--- src/rtl/relay_contact_monitor.sv ---
// relay_contact_monitor
//   Closed-loop supervisor for a relay output path. The auxiliary contact-sense
//   input is synchronised and debounced. The debounced contact is then checked
//   against the commanded relay state, with a timeout on every commanded change.
//   A failure to close, a failure to open, or an unexpected contact change
//   latches a sticky fault. The fault stays latched until Fault_clr_i is pulsed.
//
// Parameters
//   DEBOUNCE_CYCLES_P  consecutive stable cycles before Contact_o changes
//   TIMEOUT_CYCLES_P   cycles allowed from command change to confirmed contact
//   CNT_WIDTH_P        counter width; holds TIMEOUT_CYCLES_P-1 and DEBOUNCE_CYCLES_P-1
//
// Ports
//   Clk_i         in   system clock
//   Reset_i       in   synchronous active-high reset
//   Relay_cmd_i   in   commanded relay state (1 = energise)
//   Contact_i     in   raw contact sense (1 = closed), asynchronous and bouncy
//   Fault_clr_i   in   single-cycle pulse that clears a latched fault
//   Contact_o     out  debounced contact state
//   Confirmed_o   out  1 while the contact matches the command (state OFF or ON)
//   Fault_o       out  sticky fault flag
//   Fault_code_o  out  00 none, 01 failed to close, 10 failed to open, 11 unexpected change

module relay_contact_monitor #(
   parameter int unsigned DEBOUNCE_CYCLES_P = 50000,
   parameter int unsigned TIMEOUT_CYCLES_P  = 1000000,
   parameter int unsigned CNT_WIDTH_P       = 20
) (
   input  logic       Clk_i,
   input  logic       Reset_i,
   input  logic       Relay_cmd_i,
   input  logic       Contact_i,
   input  logic       Fault_clr_i,
   output logic       Contact_o,
   output logic       Confirmed_o,
   output logic       Fault_o,
   output logic [1:0] Fault_code_o
);

   localparam logic [CNT_WIDTH_P-1:0] DebLast = CNT_WIDTH_P'(DEBOUNCE_CYCLES_P - 1);
   localparam logic [CNT_WIDTH_P-1:0] TmoLast = CNT_WIDTH_P'(TIMEOUT_CYCLES_P - 1);

   localparam logic [1:0] CodeNone      = 2'b00;
   localparam logic [1:0] CodeNoClose   = 2'b01;
   localparam logic [1:0] CodeNoOpen    = 2'b10;
   localparam logic [1:0] CodeUnexpect  = 2'b11;

   typedef enum logic [2:0] {
      StOff,
      StWaitClose,
      StOn,
      StWaitOpen,
      StFault
   } state_e;

   // Synchroniser: Contact_i feeds nothing but sync1_q.
   logic sync1_q, sync2_q;

   // Debouncer.
   logic                   contact_q, contact_d;
   logic [CNT_WIDTH_P-1:0] deb_cnt_q, deb_cnt_d;

   // Supervisor FSM and registered outputs.
   state_e                 state_q, state_d;
   logic [CNT_WIDTH_P-1:0] timer_q, timer_d;
   logic                   fault_q, fault_d;
   logic [1:0]             code_q, code_d;
   logic                   confirmed_q, confirmed_d;

   always_ff @(posedge Clk_i) begin
      if (Reset_i) begin
         sync1_q <= 1'b0;
         sync2_q <= 1'b0;
      end else begin
         sync1_q <= Contact_i;
         sync2_q <= sync1_q;
      end
   end

   // Count consecutive cycles where the synchronised level disagrees with the
   // debounced output; any agreeing cycle restarts the count, so short glitches
   // never reach the terminal count.
   always_comb begin
      deb_cnt_d = '0;
      contact_d = contact_q;
      if (sync2_q != contact_q) begin
         if (deb_cnt_q == DebLast) begin
            contact_d = sync2_q;
         end else begin
            deb_cnt_d = deb_cnt_q + 1'b1;
         end
      end
   end

   always_ff @(posedge Clk_i) begin
      if (Reset_i) begin
         contact_q <= 1'b0;
         deb_cnt_q <= '0;
      end else begin
         contact_q <= contact_d;
         deb_cnt_q <= deb_cnt_d;
      end
   end

   // Next-state logic. The FSM looks at the registered debounced contact, so a
   // contact change is acted on one edge after Contact_o moves.
   always_comb begin
      state_d = state_q;
      code_d  = code_q;
      case (state_q)
         StOff: begin
            if (Relay_cmd_i) begin
               state_d = StWaitClose;
            end else if (contact_q) begin
               state_d = StFault;
               code_d  = CodeUnexpect;
            end
         end
         StWaitClose: begin
            if (!Relay_cmd_i) begin
               state_d = StWaitOpen;
            end else if (contact_q) begin
               state_d = StOn;
            end else if (timer_q == TmoLast) begin
               state_d = StFault;
               code_d  = CodeNoClose;
            end
         end
         StOn: begin
            if (!Relay_cmd_i) begin
               state_d = StWaitOpen;
            end else if (!contact_q) begin
               state_d = StFault;
               code_d  = CodeUnexpect;
            end
         end
         StWaitOpen: begin
            if (Relay_cmd_i) begin
               state_d = StWaitClose;
            end else if (!contact_q) begin
               state_d = StOff;
            end else if (timer_q == TmoLast) begin
               state_d = StFault;
               code_d  = CodeNoOpen;
            end
         end
         StFault: begin
            // Leaving FAULT always goes through a WAIT state so the contact is
            // re-verified under a fresh timeout.
            if (Fault_clr_i) begin
               state_d = Relay_cmd_i ? StWaitClose : StWaitOpen;
               code_d  = CodeNone;
            end
         end
         default: begin
            state_d = StOff;
            code_d  = CodeNone;
         end
      endcase

      if (state_d != state_q) begin
         timer_d = '0;
      end else if ((state_q == StWaitClose) || (state_q == StWaitOpen)) begin
         timer_d = timer_q + 1'b1;
      end else begin
         timer_d = '0;
      end

      fault_d     = (state_d == StFault);
      confirmed_d = (state_d == StOff) || (state_d == StOn);
   end

   always_ff @(posedge Clk_i) begin
      if (Reset_i) begin
         state_q     <= StOff;
         timer_q     <= '0;
         fault_q     <= 1'b0;
         code_q      <= CodeNone;
         confirmed_q <= 1'b0;
      end else begin
         state_q     <= state_d;
         timer_q     <= timer_d;
         fault_q     <= fault_d;
         code_q      <= code_d;
         confirmed_q <= confirmed_d;
      end
   end

   assign Contact_o    = contact_q;
   assign Confirmed_o  = confirmed_q;
   assign Fault_o      = fault_q;
   assign Fault_code_o = code_q;

endmodule

--- config.mk ---
export PLATFORM = sky130hd
export DESIGN_NAME = relay_contact_monitor
export DESIGN_NICKNAME = d
export VERILOG_FILES = /design/src/rtl/relay_contact_monitor.sv
export SDC_FILE = /design/constraint.sdc
export NUM_CORES = 1
export LEC_CHECK = 0
export CAP_MARGIN = 20
export CORE_MARGIN = 8
export CORE_UTILIZATION = 39
export DETAILED_ROUTE_END_ITERATION = 6
export REMOVE_ABC_BUFFERS = 1
export SYNTH_ARGS = -nofsm -noshare
export SYNTH_HDL_FRONTEND = slang
export SYNTH_SLANG_ARGS = --single-unit
--- constraint.sdc ---
create_clock -name Clk_i -period 4.4 [get_ports Clk_i]
set_input_delay 0.88 -clock Clk_i [delete_from_list [all_inputs] [get_ports Clk_i]]
set_output_delay 0.88 -clock Clk_i [all_outputs]
set_load 0.05 [all_outputs]
==> flow_summary.ini, run 1 <==
[status]
status = complete, no violations

[critical_path]
worstPathMaxFanout = 10
critical_path_arrival_ns = 2.77
cp_cell_sequence = clkdlybuf4s50_1 -> nand2b_1 -> o21ai_0 -> and4b_1 -> and3b_1 -> a32o_1
path_delay_family = simple AND/OR/NAND/NOR gates
path_buf_inv = 1
crit_required_ns = 4.60
worstSetupPathType = input port to register
endpoint_kind = register
slowest_delay_ns = 0.58
crit_path_top_delay_cell = clkdlybuf4s50_1
start_kind = input port

[sta]
slew_viol_final = 0
rsz0062_at_grt = no
tns_ns = 0
relSlewSlack = 0.555
setup_violations = 0
setup_ws_ns = 1.83
finalHoldViolCount = 0
fin_crit_sh = 0.583
max_freq_ghz = 0.390
skew_ns = 0.0110
worst_pin_slew_ns = 0.667
min_period_ns = 2.57

[power]
power.total_uw = 907
p_per_area_nw_per_um2 = 349
netSwitchingPower_uw = 231
seq_power_share = 0.530
pwr-share-clk = 0.367
p_sw_frac = 0.254
ir_drop_uv = 156
p_comb_frac = 0.103
power.internal_uw = 676
leakage_uw = 0.000822

[yosys]
avgSynthCellArea_sq_um = 8.87
synth-edff-count = 0
synth_compound_area_frac = 0.0547
synthXorXnorAreaFrac = 0.144
synth_top_family_by_area = simple AND/OR/NAND/NOR gates
syn_area_sq_um = 2380
synth_cells = 268
synthArstFlopShare = 0
yosys_register_bits = 50
yosys_warnings = 0
synth_ff_type = dfxtp_1
ys_seq_area_frac = 0.421
yosysUniqueCellTypes = 43
synth_fa_ha_area_frac = 0.0105
yosys.area_share.simple = 0.319
synthMuxAreaShare = 0.00842

[placement]
dp_slack_ns = 1.50
portBuffers = 9
dp_hpwl_um = 3180
gp_congestion = 0.877

[floorplanning]
io_pins = 10
die_height_um = 94.1
die_area_sq_um = 8850
core_sq_um = 5920
initial_utilization = 0.402
die_x_um = 94.1
rows = 28

[drt]
antenna_left = 0
drt-initial-drc-count = 97
vias = 1824
wl_per_cell_um = 12.8
vias_per_cell = 5.21
drt_wl_total_um = 4490
firstDrtPassIters = 4
remaining_drc_errors = 0

[clock_tree]
cts_root_buf = clkbuf_8
cts_resized = 0
numCtsBuffers = 5
clockBufferDepth = 2
cts_tree = built
clk_pin_slew_ns = 0.09
cts-hold-fix-buffers = 0
post_cts_buffers = 0
cts.htree.levels = 2
cts.sink_count = 50
clock_latency_ns = 0.30

[global_routing]
grt_overflow_total = 0
grt_start_max_net_pins = 21
grt_pass1_vias = 1698
track_usage = 0.109
antenna_found_initial = 0
grt_pass1_wl_um = 7790

[cells_and_area]
diodes = 0
layout-drive-gt1-share = 0.0509
fin_util = 0.439
area_growth_pct = 9.26
fillers = 571
nets = 281

[worst_hold_path]
min_path_type = register to register

[flow_run]
maxCapViolations = 0
## cell type report
cell class / instances / area, sq um / share of cell area
Timing Repair Buffer: 10 / 97.6 / 0.0376
Clock inverter: 3 / 48.8 / 0.0188
Tap cell: 75 / 93.8 / 0.0361
Multi-Input combinational cell: 204 / 1280 / 0.491
Inverter: 3 / 11.3 / 0.00434
Sequential cell: 50 / 1000 / 0.385
Clock buffer: 5 / 68.8 / 0.0265
## per-layer routing
layer,part of all wire,routed length [um],up-vias,global-route usage
met5,0,0,-,0
met4,0.0091,41,0,0.0357
met3,0.025,114,5,0.0240
met2,0.44,1980,17,0.166
met1,0.52,2350,858,0.147
li1,-,-,944,-
## placed cells by master (no fill, tap or decap), types with 2 or more instances in the layout
cell / instances
nor3_1: 17
a32o_1: 2
nand2b_1: 2
nor2_1: 38
xor2_1: 22
and2_1: 5
nand4_1: 10
inv_1: 3
and4_1: 3
o21a_1: 2
clkdlybuf4s50_1: 9
o21ai_0: 6
nor4_1: 5
nand3_1: 11
nor3b_1: 3
a21oi_1: 3
clkbuf_8: 5
nor2b_1: 6
and3_1: 9
xnor2_1: 17
or4b_1: 2
dfxtp_1: 50
ha_1: 2
or3_1: 2
nand2_1: 20
mux2i_1: 2
## final timing paths
| path | cells past startpoint | endpoint | start | slack (ns) |
|---|---|---|---|---|
| worst max-delay path | 6 | Fault_code_o[0]$_SDFFE_PP0P_ | Relay_cmd_i | 1.83 |
| worst max register to register | 5 | Fault_code_o[0]$_SDFFE_PP0P_ | timer_q[9]$_SDFF_PP0_ | 2.10 |
| worst min-delay path | 1 | timer_q[0]$_SDFF_PP0_ | timer_q[0]$_SDFF_PP0_ | 0.46 |
| worst min register to register | 1 | timer_q[0]$_SDFF_PP0_ | timer_q[0]$_SDFF_PP0_ | 0.46 |
## metrics by stage
stage               hold WS [ns]  std cells  instance area, sq um
global route               0.474        350                  2600
global placement           0.441        342                  2480
detailed placement         0.438        342                  2480
finish                     0.456        350                  2600
CTS                        0.457        350                  2600
floorplan                  0.414        257                  2290
## worst reg2reg max path, stage by stage, from the launching register on
cell,delay [ns]
dfxtp_1,0.45
or4b_1,0.48
nor4_2,0.31
and4b_1,0.47
and3b_1,0.25
a32o_1,0.25
## power by group through the flow
stage | Sequential (uW) | Combinational [uW] | Clock, uW
6_report | 481 | 93.7 | 333
3_3_place_gp | 491 | 94.2 | 0
3_5_place_dp | 491 | 94.7 | 0
4_1_cts | 481 | 94.7 | 345
2_1_floorplan | 503 | 49.8 | 0
5_1_grt | 483 | 105 | 358
## synth_stat cells (4+ instances only)
| master | count | share of area |
|---|---|---|
| and2_1 | 5 | 0.013 |
| nand2_1 | 20 | 0.032 |
| xor2_1 | 22 | 0.081 |
| nand4_1 | 10 | 0.026 |
| nor2b_1 | 6 | 0.016 |
| o21ai_0 | 6 | 0.013 |
| and3_1 | 9 | 0.024 |
| nand3_1 | 11 | 0.023 |
| nor4_1 | 5 | 0.013 |
| clkbuf_1 | 4 | 0.0063 |
| nor3_1 | 17 | 0.036 |
| xnor2_1 | 17 | 0.063 |
| dfxtp_1 | 50 | 0.42 |
| nor2_1 | 38 | 0.060 |
## cells by family after synthesis
kind of cell,after synthesis
AO/OA/AOI/OAI,19
adder cells (fa/ha/maj),2
multiplexers,2
XOR/XNOR,39
flip-flops,50
AND/OR/NAND/NOR,142
buffers and inverters,14
## state kept, by name, summed over array words and instances, names as in the netlist
register	cells
Contact_o	1
Fault_o	1
deb_cnt_q	20
Confirmed_o	1
timer_q	20
Fault_code_o	2
sync1_q	1
state_q	3
sync2_q	1
Power figures use the tool's default switching activity.
==> run 2, diff against run 1 <==
Clock period 4.4 ns to 2.35 ns, I/O delays scaled along.
==> run 2 against run 1 <==
  * Sequential share of layout area decreased by 0.53 points
  * Cell count rose by 1.4%
  * Combinational power is 90% higher
  * Core utilization up 0.61 points
  * Clock power increased by 85%
  * Routed wire length is 1.7% lower
  * Sequential power increased by 87%
  * Flip-flop and latch count did not move
  * Critical path type is now register to output port
  * Largest power group unchanged
==> flow_summary.ini, run 2 (synthesis gave the netlist of run 1 again) <==
[sta]
setup_violations = 0
skew_ns = 0.00849
min_period_ns = 2.15
rsz0062_at_grt = no
finalHoldViolCount = 0
slew_viol_final = 0
relSlewSlack = 0.648
setup_ws_ns = 0.200
fin_crit_sh = 0.915
max_freq_ghz = 0.465
worst_pin_slew_ns = 0.523

[clock_tree]
post_cts_buffers = 0
cts_tree = built
cts.sink_count = 50
clockBufferDepth = 2
cts-hold-fix-buffers = 0
cts_resized = 0
cts.htree.levels = 2
numCtsBuffers = 5
clk_pin_slew_ns = 0.09
cts_root_buf = clkbuf_8
clock_latency_ns = 0.30

[critical_path]
worstPathMaxFanout = 8
critPathCapture = Contact_o
crit_start = Contact_o$_SDFFE_PP0P_
reg2reg_depth = 6
path_buf_inv = 1
worstSetupPathType = register to output port
regToRegSetupSlack_ns = 0.27
r2r-end = timer_q[18]$_SDFF_PP0_
cp_cell_sequence = clkdlybuf4s50_1
reg2reg_from = timer_q[9]$_SDFF_PP0_
endpoint_kind = output port
crit_cells = 1
slowest_delay_ns = 0.87
start_kind = register
critical_path_arrival_ns = 1.68
crit_path_top_delay_cell = clkdlybuf4s50_1
crit_required_ns = 1.88
path_delay_family = buffers and inverters

[drt]
antenna_left = 0
drt_wl_total_um = 4410
highest_layer = met4
remaining_drc_errors = 0
drt-initial-drc-count = 115
wl_met1_um = 2320
wl_per_cell_um = 12.4
wl_met2_um = 1940
vias_per_cell = 5.08
wl_met3_um = 92
vias = 1803
firstDrtPassIters = 4

[floorplanning]
core_sq_um = 5920
io_pins = 10
die_height_um = 94.1
initial_utilization = 0.402
rows = 28
die_area_sq_um = 8850
die_x_um = 94.1

[cells_and_area]
final_common_cell = dfxtp_1
diodes = 0
fillers = 602
area_growth_pct = 10.8
layout_common_cells = dfxtp_1, nor2_1, xor2_1, nand2_1
nets = 286
layout-drive-gt1-share = 0.0679
largestRegisters = deb_cnt_q (20), timer_q (20), state_q (3)

[worst_hold_path]
min-delay-start = sync1_q$_SDFF_PP0_
min_path_type = register to register

[global_routing]
grt_overflow_total = 0
antenna_found_initial = 0
track_usage = 0.107
grt_pass1_wl_um = 7730
grt_pass1_vias = 1675
grt_start_max_net_pins = 21

[power]
leakage_uw = 0.000850
p_per_area_nw_per_um2 = 643
ir_drop_uv = 408
power.total_uw = 1690

[placement]
dp_hpwl_um = 3140
gp_congestion = 0.811
portBuffers = 9
dp_slack_ns = 0.0938

[status]
status = complete, no violations

[flow_run]
maxCapViolations = 0
## run 2: worst min path at each step
stage	endpoint	slack [ns]	cells past startpoint
2_1_floorplan	sync2_q$_SDFF_PP0_	0.41	1
3_3_place_gp	sync2_q$_SDFF_PP0_	0.42	1
3_5_place_dp	sync2_q$_SDFF_PP0_	0.44	1
4_1_cts	sync2_q$_SDFF_PP0_	0.46	1
5_1_grt	sync2_q$_SDFF_PP0_	0.47	1
6_report	sync2_q$_SDFF_PP0_	0.45	1
## run 2: area by class of cell
| cell class | instances | area (sq um) | area share |
|---|---|---|---|
| inverter | 3 | 11.3 | 0.00428 |
| tap | 75 | 93.8 | 0.0356 |
| clock inverter | 3 | 47.5 | 0.0181 |
| timing repair buffer | 15 | 135 | 0.0513 |
| multi-input combinational | 204 | 1280 | 0.485 |
| sequential | 50 | 1000 | 0.380 |
| clock buffer | 5 | 68.8 | 0.0261 |
## run 2: through the flow
step | util | cells | hold WS, ns | instance area [sq um] | setup TNS, ns
finish | 0.445 | 355 | 0.449 | 2630 | 0
global route | 0.445 | 355 | 0.474 | 2630 | 0
CTS | 0.445 | 355 | 0.456 | 2630 | 0
detailed placement | 0.425 | 347 | 0.436 | 2520 | 0
global placement | 0.425 | 347 | 0.419 | 2520 | 0
floorplan | - | 257 | 0.414 | 2290 | -0.386
## run 2: power breakdown
part           internal [uW]  switching, uW  leakage [uW]
registers                869           30.4      0.000404
clock network            323            294     0.0000587
logic                   74.7            104      0.000387
total                   1270            428      0.000850
## run 2: routing by layer
layer	GRT usage	vias up
met5	0	-
li1	-	953
met4	0.0396	0
met3	0.0264	7
met1	0.143	831
met2	0.162	12
